**src/rtl/router_pkg.sv**
```systemverilog
// Router-wide types and sizing shared by the output block and its per-VC trackers.
package router_pkg;

   localparam int NUM_VCS          = 2;
   localparam int VC_ID_BITS       = (NUM_VCS > 1) ? $clog2(NUM_VCS) : 1;
   localparam int CREDITS_PER_VC   = 4;
   localparam int CREDIT_CTR_WIDTH = $clog2(CREDITS_PER_VC + 1);
   localparam int FLIT_DATA_WIDTH  = 16;

   localparam logic [CREDIT_CTR_WIDTH-1:0] CREDITS_FULL = CREDIT_CTR_WIDTH'(CREDITS_PER_VC);

   typedef enum logic [2:0] {N, E, S, W, L} dir_t;

   typedef enum logic [2:0] {I, H, B, T, HT} ftype_t;

   typedef struct packed {
      ftype_t                     ftype;
      logic [VC_ID_BITS-1:0]      fvcid;
      logic [FLIT_DATA_WIDTH-1:0] data;
   } channel_t;

   typedef enum logic [1:0] {FREE, BUSY, DRAIN} ovc_state_t;

   function automatic logic isHeadFlit(input ftype_t f);
      return (f == H) || (f == HT);
   endfunction

   function automatic logic isTailFlit(input ftype_t f);
      return (f == T) || (f == HT);
   endfunction

endpackage

```
**src/rtl/output_block_vc_ovc_tracker.sv**
```systemverilog
// One downstream VC: saturating credit counter plus FREE/BUSY/DRAIN ownership FSM.
// Illegal events are reported in simulation and leave the FSM state untouched.
module ovc_tracker
   import router_pkg::*;
#(
   parameter dir_t LOCAL_PORT = N,
   parameter int   VC_INDEX   = 0
) (
   input  logic                        clk,
   input  logic                        arst_n,
   input  logic                        send,
   input  logic                        tail,
   input  logic                        head,
   input  logic                        credit,
   input  logic                        alloc,
   output logic [CREDIT_CTR_WIDTH-1:0] count_r,
   output logic                        free_r
);

   ovc_state_t                  state_q, state_d;
   logic [CREDIT_CTR_WIDTH-1:0] count_q, count_d;
   logic                        free_q;
   logic                        underflow, overflow;
   logic                        badAlloc, badSend, badHead;

   // A send and a returned credit in the same cycle cancel out.
   always_comb begin
      count_d   = count_q;
      underflow = 1'b0;
      overflow  = 1'b0;
      if (send && !credit) begin
         if (count_q == '0) underflow = 1'b1;
         else               count_d   = count_q - 1'b1;
      end else if (credit && !send) begin
         if (count_q == CREDITS_FULL) overflow = 1'b1;
         else                         count_d  = count_q + 1'b1;
      end
   end

   always_comb begin
      state_d  = state_q;
      badAlloc = alloc && (state_q != FREE);
      badSend  = send && (state_q == FREE);
      badHead  = send && head && (state_q == DRAIN);
      if (!(badAlloc || badSend || badHead)) begin
         case (state_q)
            FREE:    if (alloc)                    state_d = BUSY;
            BUSY:    if (send && tail)             state_d = DRAIN;
            DRAIN:   if (count_d == CREDITS_FULL)  state_d = FREE;
            default:                               state_d = FREE;
         endcase
      end
   end

   always_ff @(posedge clk) begin
      if (!arst_n) begin
         state_q <= FREE;
         count_q <= CREDITS_FULL;
         free_q  <= 1'b1;
      end else begin
         state_q <= state_d;
         count_q <= count_d;
         free_q  <= (state_d == FREE);
      end
   end

   assign count_r = count_q;
   assign free_r  = free_q;

`ifndef SYNTHESIS
   always_ff @(posedge clk) begin
      if (arst_n) begin
         if (underflow) $warning("[ovc_tracker port %0d vc%0d] credit underflow", LOCAL_PORT, VC_INDEX);
         if (overflow)  $warning("[ovc_tracker port %0d vc%0d] credit overflow", LOCAL_PORT, VC_INDEX);
         if (badAlloc)  $warning("[ovc_tracker port %0d vc%0d] allocation of a non-free VC", LOCAL_PORT, VC_INDEX);
         if (badSend)   $warning("[ovc_tracker port %0d vc%0d] flit sent on a free VC", LOCAL_PORT, VC_INDEX);
         if (badHead)   $warning("[ovc_tracker port %0d vc%0d] head flit on a draining VC", LOCAL_PORT, VC_INDEX);
      end
   end
`endif

endmodule

```
**src/rtl/output_block_vc.sv**
```systemverilog
// Output port stage: drives the link and tracks downstream VC credits and ownership.
// Build option OB_OUTFLIT_REG_EN registers outflit; otherwise outflit passes straight through.
module output_block_vc
   import router_pkg::*;
#(
   parameter dir_t LOCAL_PORT = N
) (
   input  logic                                     clk,
   input  logic                                     arst_n,
   input  channel_t                                 xbar_flit,
   input  logic                                     credit_valid,
   input  logic [VC_ID_BITS-1:0]                    credit_vcid,
   input  logic                                     alloc_valid,
   input  logic [VC_ID_BITS-1:0]                    alloc_vcid,
   output channel_t                                 outflit,
   output logic [NUM_VCS-1:0][CREDIT_CTR_WIDTH-1:0] credits_count_r,
   output logic [NUM_VCS-1:0]                       vc_free_r
);

   logic flitValid, flitHead, flitTail;

   assign flitValid = (xbar_flit.ftype != I);
   assign flitHead  = isHeadFlit(xbar_flit.ftype);
   assign flitTail  = isTailFlit(xbar_flit.ftype);

   // Trackers watch xbar_flit directly so their timing is the same in both builds.
   for (genvar v = 0; v < NUM_VCS; v++) begin : g_vc
      ovc_tracker #(
         .LOCAL_PORT (LOCAL_PORT),
         .VC_INDEX   (v)
      ) u_tracker (
         .clk     (clk),
         .arst_n  (arst_n),
         .send    (flitValid && (xbar_flit.fvcid == VC_ID_BITS'(v))),
         .tail    (flitTail),
         .head    (flitHead),
         .credit  (credit_valid && (credit_vcid == VC_ID_BITS'(v))),
         .alloc   (alloc_valid && (alloc_vcid == VC_ID_BITS'(v))),
         .count_r (credits_count_r[v]),
         .free_r  (vc_free_r[v])
      );
   end

`ifdef OB_OUTFLIT_REG_EN
   channel_t outflit_q;

   always_ff @(posedge clk) begin
      if (!arst_n) begin
         outflit_q <= '{ftype: I, fvcid: '0, data: '0};
      end else begin
         outflit_q <= xbar_flit;
      end
   end

   assign outflit = outflit_q;
`else
   assign outflit = xbar_flit;
`endif

endmodule

```
**config.mk**
```make
export PLATFORM = sky130hd
export DESIGN_NAME = output_block_vc
export DESIGN_NICKNAME = d
export VERILOG_FILES = /design/src/rtl/router_pkg.sv /design/src/rtl/output_block_vc_ovc_tracker.sv /design/src/rtl/output_block_vc.sv
export SDC_FILE = /design/constraint.sdc
export NUM_CORES = 1
export LEC_CHECK = 0
export ABC_CLOCK_PERIOD_IN_PS = 5300
export BUFFER_PORTS_ARGS = -buffer_cell sky130_fd_sc_hd__buf_2
export CAP_MARGIN = 20
export CORE_ASPECT_RATIO = 1.75
export CORE_MARGIN = 5
export CORE_UTILIZATION = 31
export CTS_CLUSTER_DIAMETER = 200
export DETAILED_ROUTE_END_ITERATION = 6
export MAX_ROUTING_LAYER = met4
export SLEW_MARGIN = 20
export SYNTH_ARGS = -nofsm -noshare
export SYNTH_HDL_FRONTEND = slang
export SYNTH_SLANG_ARGS = --single-unit
```
**constraint.sdc**
```tcl
create_clock -name clk -period 5.3 [get_ports clk]
set_input_delay 1.325 -clock clk [delete_from_list [all_inputs] [get_ports clk]]
set_output_delay 1.325 -clock clk [all_outputs]
set_load 0.02 [all_outputs]
```
# Word-level counts from Yosys, hierarchy flattened
# Index checks and enable logic that the tools add are counted.
[word_totals]
register_bits = 12
inputBits = 26
[op_classes]
add_sub_neg = 4
n_eq_ne = 11
n_mux = 18
bitwise = 3
reduce_logical = 39
[op_table]
columns = ["op", "n"]
rows = [
  ["3-bit two-way mux", 8],
  ["1-bit logical AND", 20],
  ["2-bit two-way mux", 8],
  ["3-bit equality test, second input constant", 5],
  ["2-bit case mux with 3 select lines", 2],
  ["2-bit logical NOT", 4],
  ["3-bit by 1-bit adder with 3-bit output, second input constant", 2],
  ["3-bit logical NOT", 2],
  ["1-bit logical OR", 6],
  ["3-bit by 1-bit subtractor with 3-bit output, second input constant", 2],
  ["2-bit by 1-bit equality test with 1-bit output, second input constant", 2],
  ["2-bit equality test, second input constant", 2],
  ["1-bit logical NOT", 4],
  ["2-bit nonzero test", 2],
  ["3-bit by 1-bit equality test with 1-bit output, second input constant", 1],
  ["3-bit by 2-bit equality test with 1-bit output, second input constant", 1],
  ["1-bit NOT", 3],
  ["3-bit nonzero test", 1],
]

# Longest topological paths before layout
[logic_depth]
word_depth = 11
depth_mapped = 8

# Cells and area by module
# From an unflattened synthesis, not the netlist that was laid out.
[hier_totals]
hier_cells = 138
hier_area_um2 = 1102.3
[modules_own_cells]
columns = ["module", "instances", "cells_each", "area_per_inst_um2"]
rows = [
  ["ovc_tracker at g_vc[0].u_tracker", 1, 54, 449.2],
  ["ovc_tracker at g_vc[1].u_tracker", 1, 52, 434.2],
  ["output_block_vc", 1, 32, 219.0],
]

# Worst setup path before layout
# OpenSTA, ideal clock, no wires.
[synth_path]
path_type = "input to output"
from = "input xbar_flit[0] (netlist bit)"
to = "output outflit[0] (netlist bit)"
arrival_time_ps = 1459
slack_ps = 2516
path_stages = 1
path_buffers = 1
path_cell_list = "buf_4"
[synth_lines]
columns = ["item", "line_no", "rtl"]
rows = [
  ["start, declared", "output_block_vc.sv:10", "input channel_t xbar_flit,"],
  ["end, declared", "output_block_vc.sv:15", "output channel_t outflit,"],
]
# No word-level cell between the ends.

# Final worst setup path
[layout_path]
from = "input xbar_flit[16] (netlist bit)"
to = "output outflit[16] (netlist bit)"
# No word-level cell between the ends.

==> metrics.txt <==
# TYPE chip_impl_metric gauge
chip_impl_metric{name="number_of_flops_mapped_to_enable_cells_by_yosys",unit=""} 0
chip_impl_metric{name="synth-warning-count",unit=""} 0
chip_impl_metric{name="drt_pre_antenna_iters",unit=""} 5
chip_impl_metric{name="avgSynthCellArea",unit="um^2"} 8.29
chip_impl_metric{name="post-route-period-util",unit="%"} 57.2
chip_impl_metric{name="io_buffer_count",unit=""} 21
chip_impl_info{name="critPathTopFamily",value="buffers and inverters"} 1
chip_impl_metric{name="yosys_reg_bits",unit=""} 12
chip_impl_metric{name="cp_num_cells",unit=""} 2
chip_impl_metric{name="ant_nets",unit=""} 0
chip_impl_info{name="tritoncts",value="done"} 1
chip_impl_metric{name="worst_setup_hold_path_clk_slew",unit="ns"} 0.05
chip_impl_metric{name="nets",unit=""} 169
chip_impl_metric{name="syn-instance-count",unit=""} 134
chip_impl_metric{name="critPathBufInv",unit=""} 2
chip_impl_metric{name="ff2ff_path_depth",unit=""} 8
chip_impl_metric{name="grt_use_total",unit="%"} 10.2
chip_impl_metric{name="fp.dieArea",unit="mm^2"} 0.00493
chip_impl_info{name="cp_cell_sequence",value="buf_2, buf_2"} 1
chip_impl_metric{name="synth_fp_nets",unit=""} 166
chip_impl_info{name="critPathLaunchType",value="input port"} 1
chip_impl_metric{name="max_cap_viol_count",unit=""} 0
chip_impl_info{name="cp-end-kind",value="primary output"} 1
chip_impl_metric{name="initialDrtViolationCount",unit=""} 11
chip_impl_metric{name="synth_async_sr_flop_share",unit="%"} 0
chip_impl_metric{name="gpl.final_weighted_congestion",unit=""} 0.810
chip_impl_metric{name="share_of_layout_cells_above_drive_strength_1",unit="%"} 26.5
chip_impl_info{name="grt_setup_unrepaired",value="false"} 1
chip_impl_metric{name="timing.final.max_slew_violations",unit=""} 0
chip_impl_metric{name="insertion_delay",unit="ns"} 0.24
chip_impl_metric{name="postCtsSetupRepairBufs",unit=""} 0
chip_impl_metric{name="cts-resized-gates",unit=""} 0
chip_impl_info{name="synth-main-ff-cell",value="dfxtp_1"} 1
chip_impl_info{name="synth.area.top_cells",value="dfxtp_1, buf_4, ha_1, nor2_1, a21oi_1"} 1
chip_impl_metric{name="timing.critical_path.required",unit="ns"} 3.97
chip_impl_info{name="cp_common_cell",value="buf_2"} 1
chip_impl_metric{name="antenna_violations_before_repair",unit=""} 0
chip_impl_metric{name="level_count_of_the_clock_h_tree",unit=""} 1
chip_impl_metric{name="die_y",unit="um"} 89.2
chip_impl_metric{name="clkSinkCount",unit=""} 12
chip_impl_metric{name="setup_tns",unit="ns"} 0
chip_impl_metric{name="first_global_vias",unit=""} 928
chip_impl_metric{name="cts_hold_buf",unit=""} 0
chip_impl_metric{name="power.density",unit="mW/mm^2"} 362
chip_impl_info{name="synth_top_cell_by_area",value="dfxtp_1"} 1
chip_impl_metric{name="tightest_slew",unit="ns"} 0.617
chip_impl_metric{name="post-dp-hpwl",unit="mm"} 1.94
chip_impl_metric{name="finalWirelength",unit="mm"} 2.33
chip_impl_metric{name="grt_remaining_overflow",unit=""} 0
chip_impl_info{name="timing.hold.worst.class",value="flip-flop to flip-flop"} 1
chip_impl_metric{name="initial_core_util",unit="%"} 32.4
chip_impl_metric{name="numCtsBuffers",unit=""} 3
chip_impl_metric{name="antenna_cells",unit=""} 0
chip_impl_info{name="slowest_stage",value="buf_2"} 1
chip_impl_info{name="synth.cells.most_frequent",value="buf_4, dfxtp_1, nor2_1"} 1
chip_impl_metric{name="syn_to_final_growth",unit="%"} 4.17
chip_impl_metric{name="worst_clock_skew",unit="ns"} 0.00109
chip_impl_metric{name="critPathArrivalTime",unit="ns"} 1.71
chip_impl_metric{name="syn-cell-area",unit="mm^2"} 0.00111
chip_impl_metric{name="post-route-drc-count",unit=""} 0
chip_impl_metric{name="synth.yosys.seq_area_share",unit="%"} 21.6
chip_impl_info{name="synthMostInstantiatedCell",value="buf_4"} 1
chip_impl_metric{name="core_region_area",unit="mm^2"} 0.00343
chip_impl_metric{name="grt_pass1_wl",unit="mm"} 3.97
chip_impl_metric{name="max_clock_freq",unit="MHz"} 330
chip_impl_metric{name="crit_path_max_fanout",unit=""} 11
chip_impl_metric{name="vias",unit=""} 930
chip_impl_metric{name="rows",unit=""} 28
chip_impl_metric{name="period_minus_slack",unit="ns"} 3.03
chip_impl_metric{name="yosys.cell_types.count",unit=""} 46
chip_impl_info{name="run_status",value="finished, final reports clean"} 1
chip_impl_metric{name="relSlewSlack",unit="%"} 58.2
chip_impl_metric{name="synth_top_area_share",unit="%"} 21.6
chip_impl_metric{name="boundaryPins",unit=""} 54
chip_impl_metric{name="die_width",unit="um"} 55.3
chip_impl_metric{name="irDropWorstVdd",unit="mV"} 0.146
chip_impl_metric{name="hold_violation_total_from_the_final_report",unit=""} 0
chip_impl_metric{name="wl_per_cell",unit="um"} 12.9
chip_impl_info{name="path_class",value="input port to primary output"} 1
chip_impl_metric{name="leakage_power_summed_over_all_cells",unit="nW"} 0.468
chip_impl_metric{name="final-setup-viol-count",unit=""} 0
chip_impl_metric{name="totalPowerFinal",unit="mW"} 0.419
chip_impl_metric{name="post_dr_vias_cell",unit=""} 5.14
chip_impl_metric{name="cts_buffer_depth",unit=""} 2
chip_impl_metric{name="critical-path-max-stage-delay",unit="ns"} 0.20
chip_impl_metric{name="timing.hold.worst_path_depth",unit=""} 2
chip_impl_info{name="cts_root_buf",value="clkbuf_8"} 1
chip_impl_metric{name="pin_count_of_the_biggest_net_entering_global_routing",unit=""} 12
## cells in the final DEF (no fill, tap or decap), types with 2 or more instances in the layout
master and n:
o31ai_1 2, nor4_1 2, a211oi_1 2, nor2b_1 2, a21oi_1 7, inv_1 9
xnor2_1 4, nand2_1 8, nand3_1 3, buf_2 21, nand3b_1 2, o311ai_1 2
ha_1 6, clkbuf_8 4, mux2i_1 3, and2_1 3, nor3_1 2, dfxtp_1 12
nor2_1 12, nand2b_1 4
## stage by stage
| step | hold slack [ns] | area (um^2) | utilization [%] | cells | setup slack, ns |
|---|---|---|---|---|---|
| 4_1_cts | 0.591 | 1160 | 33.7 | 181 | 2.26 |
| 2_1_floorplan | 0.514 | 1110 | - | 134 | 2.52 |
| 6_report | 0.594 | 1160 | 33.7 | 181 | 2.27 |
| 5_1_grt | 0.613 | 1160 | 33.7 | 181 | 2.24 |
| 3_5_place_dp | 0.583 | 1100 | 32.1 | 177 | 2.27 |
| 3_3_place_gp | 0.582 | 1100 | 32.1 | 177 | 2.28 |
## final timing paths
check / startpoint / slack [ns] / end
hold / removal: g_vc[0].u_tracker.state_q[1] / 0.59 / g_vc[0].u_tracker.state_q[1]
hold reg to reg: g_vc[0].u_tracker.state_q[1] / 0.59 / g_vc[0].u_tracker.state_q[1]
setup / recovery: xbar_flit[16] / 2.27 / outflit[16]
setup reg to reg: g_vc[0].u_tracker.count_r[0] / 3.46 / g_vc[0].u_tracker.free_r
## logic make-up (layout without fill, tap and decap cells)
logic type / after synthesis / after routing / share of synthesized area [%]
simple gates: 47 / 47 / 22.6
buf+inv: 32 / 34 / 18.4
compound gates: 30 / 30 / 24.8
flops: 12 / 12 / 21.6
fa+ha+maj: 6 / 6 / 6.76
xor+xnor: 4 / 4 / 3.15
mux: 3 / 3 / 2.70
## sequential cells by signal, indices dropped and copies added (netlist names)
name                    count
g_vc.u_tracker.count_r      6
g_vc.u_tracker.free_r       2
g_vc.u_tracker.state_q      4
## power breakdown
group / internal, mW / switching (mW) / leakage [nW]
clock network: 0.0655 / 0.0324 / 0.0288
registers: 0.105 / 0.0174 / 0.0988
logic: 0.0819 / 0.117 / 0.341
## cell type report
cell class	instances	area, um^2
Fill cell	390	2280
Clock buffer	4	55.1
Multi-Input combinational cell	90	667
Inverter	9	33.8
Tap cell	45	56.3
Timing Repair Buffer	21	105
Sequential cell	12	240
## layer usage
metal	vias to the layer above	share of wire, %	global-route usage (%)
li1	461	-	-
met1	443	36	9.45
met2	23	57	20.0
met3	3	5.9	3.76
met4	0	0.52	1.99
met5	-	0	-
No activity file was read; power rests on OpenSTA's default activity.
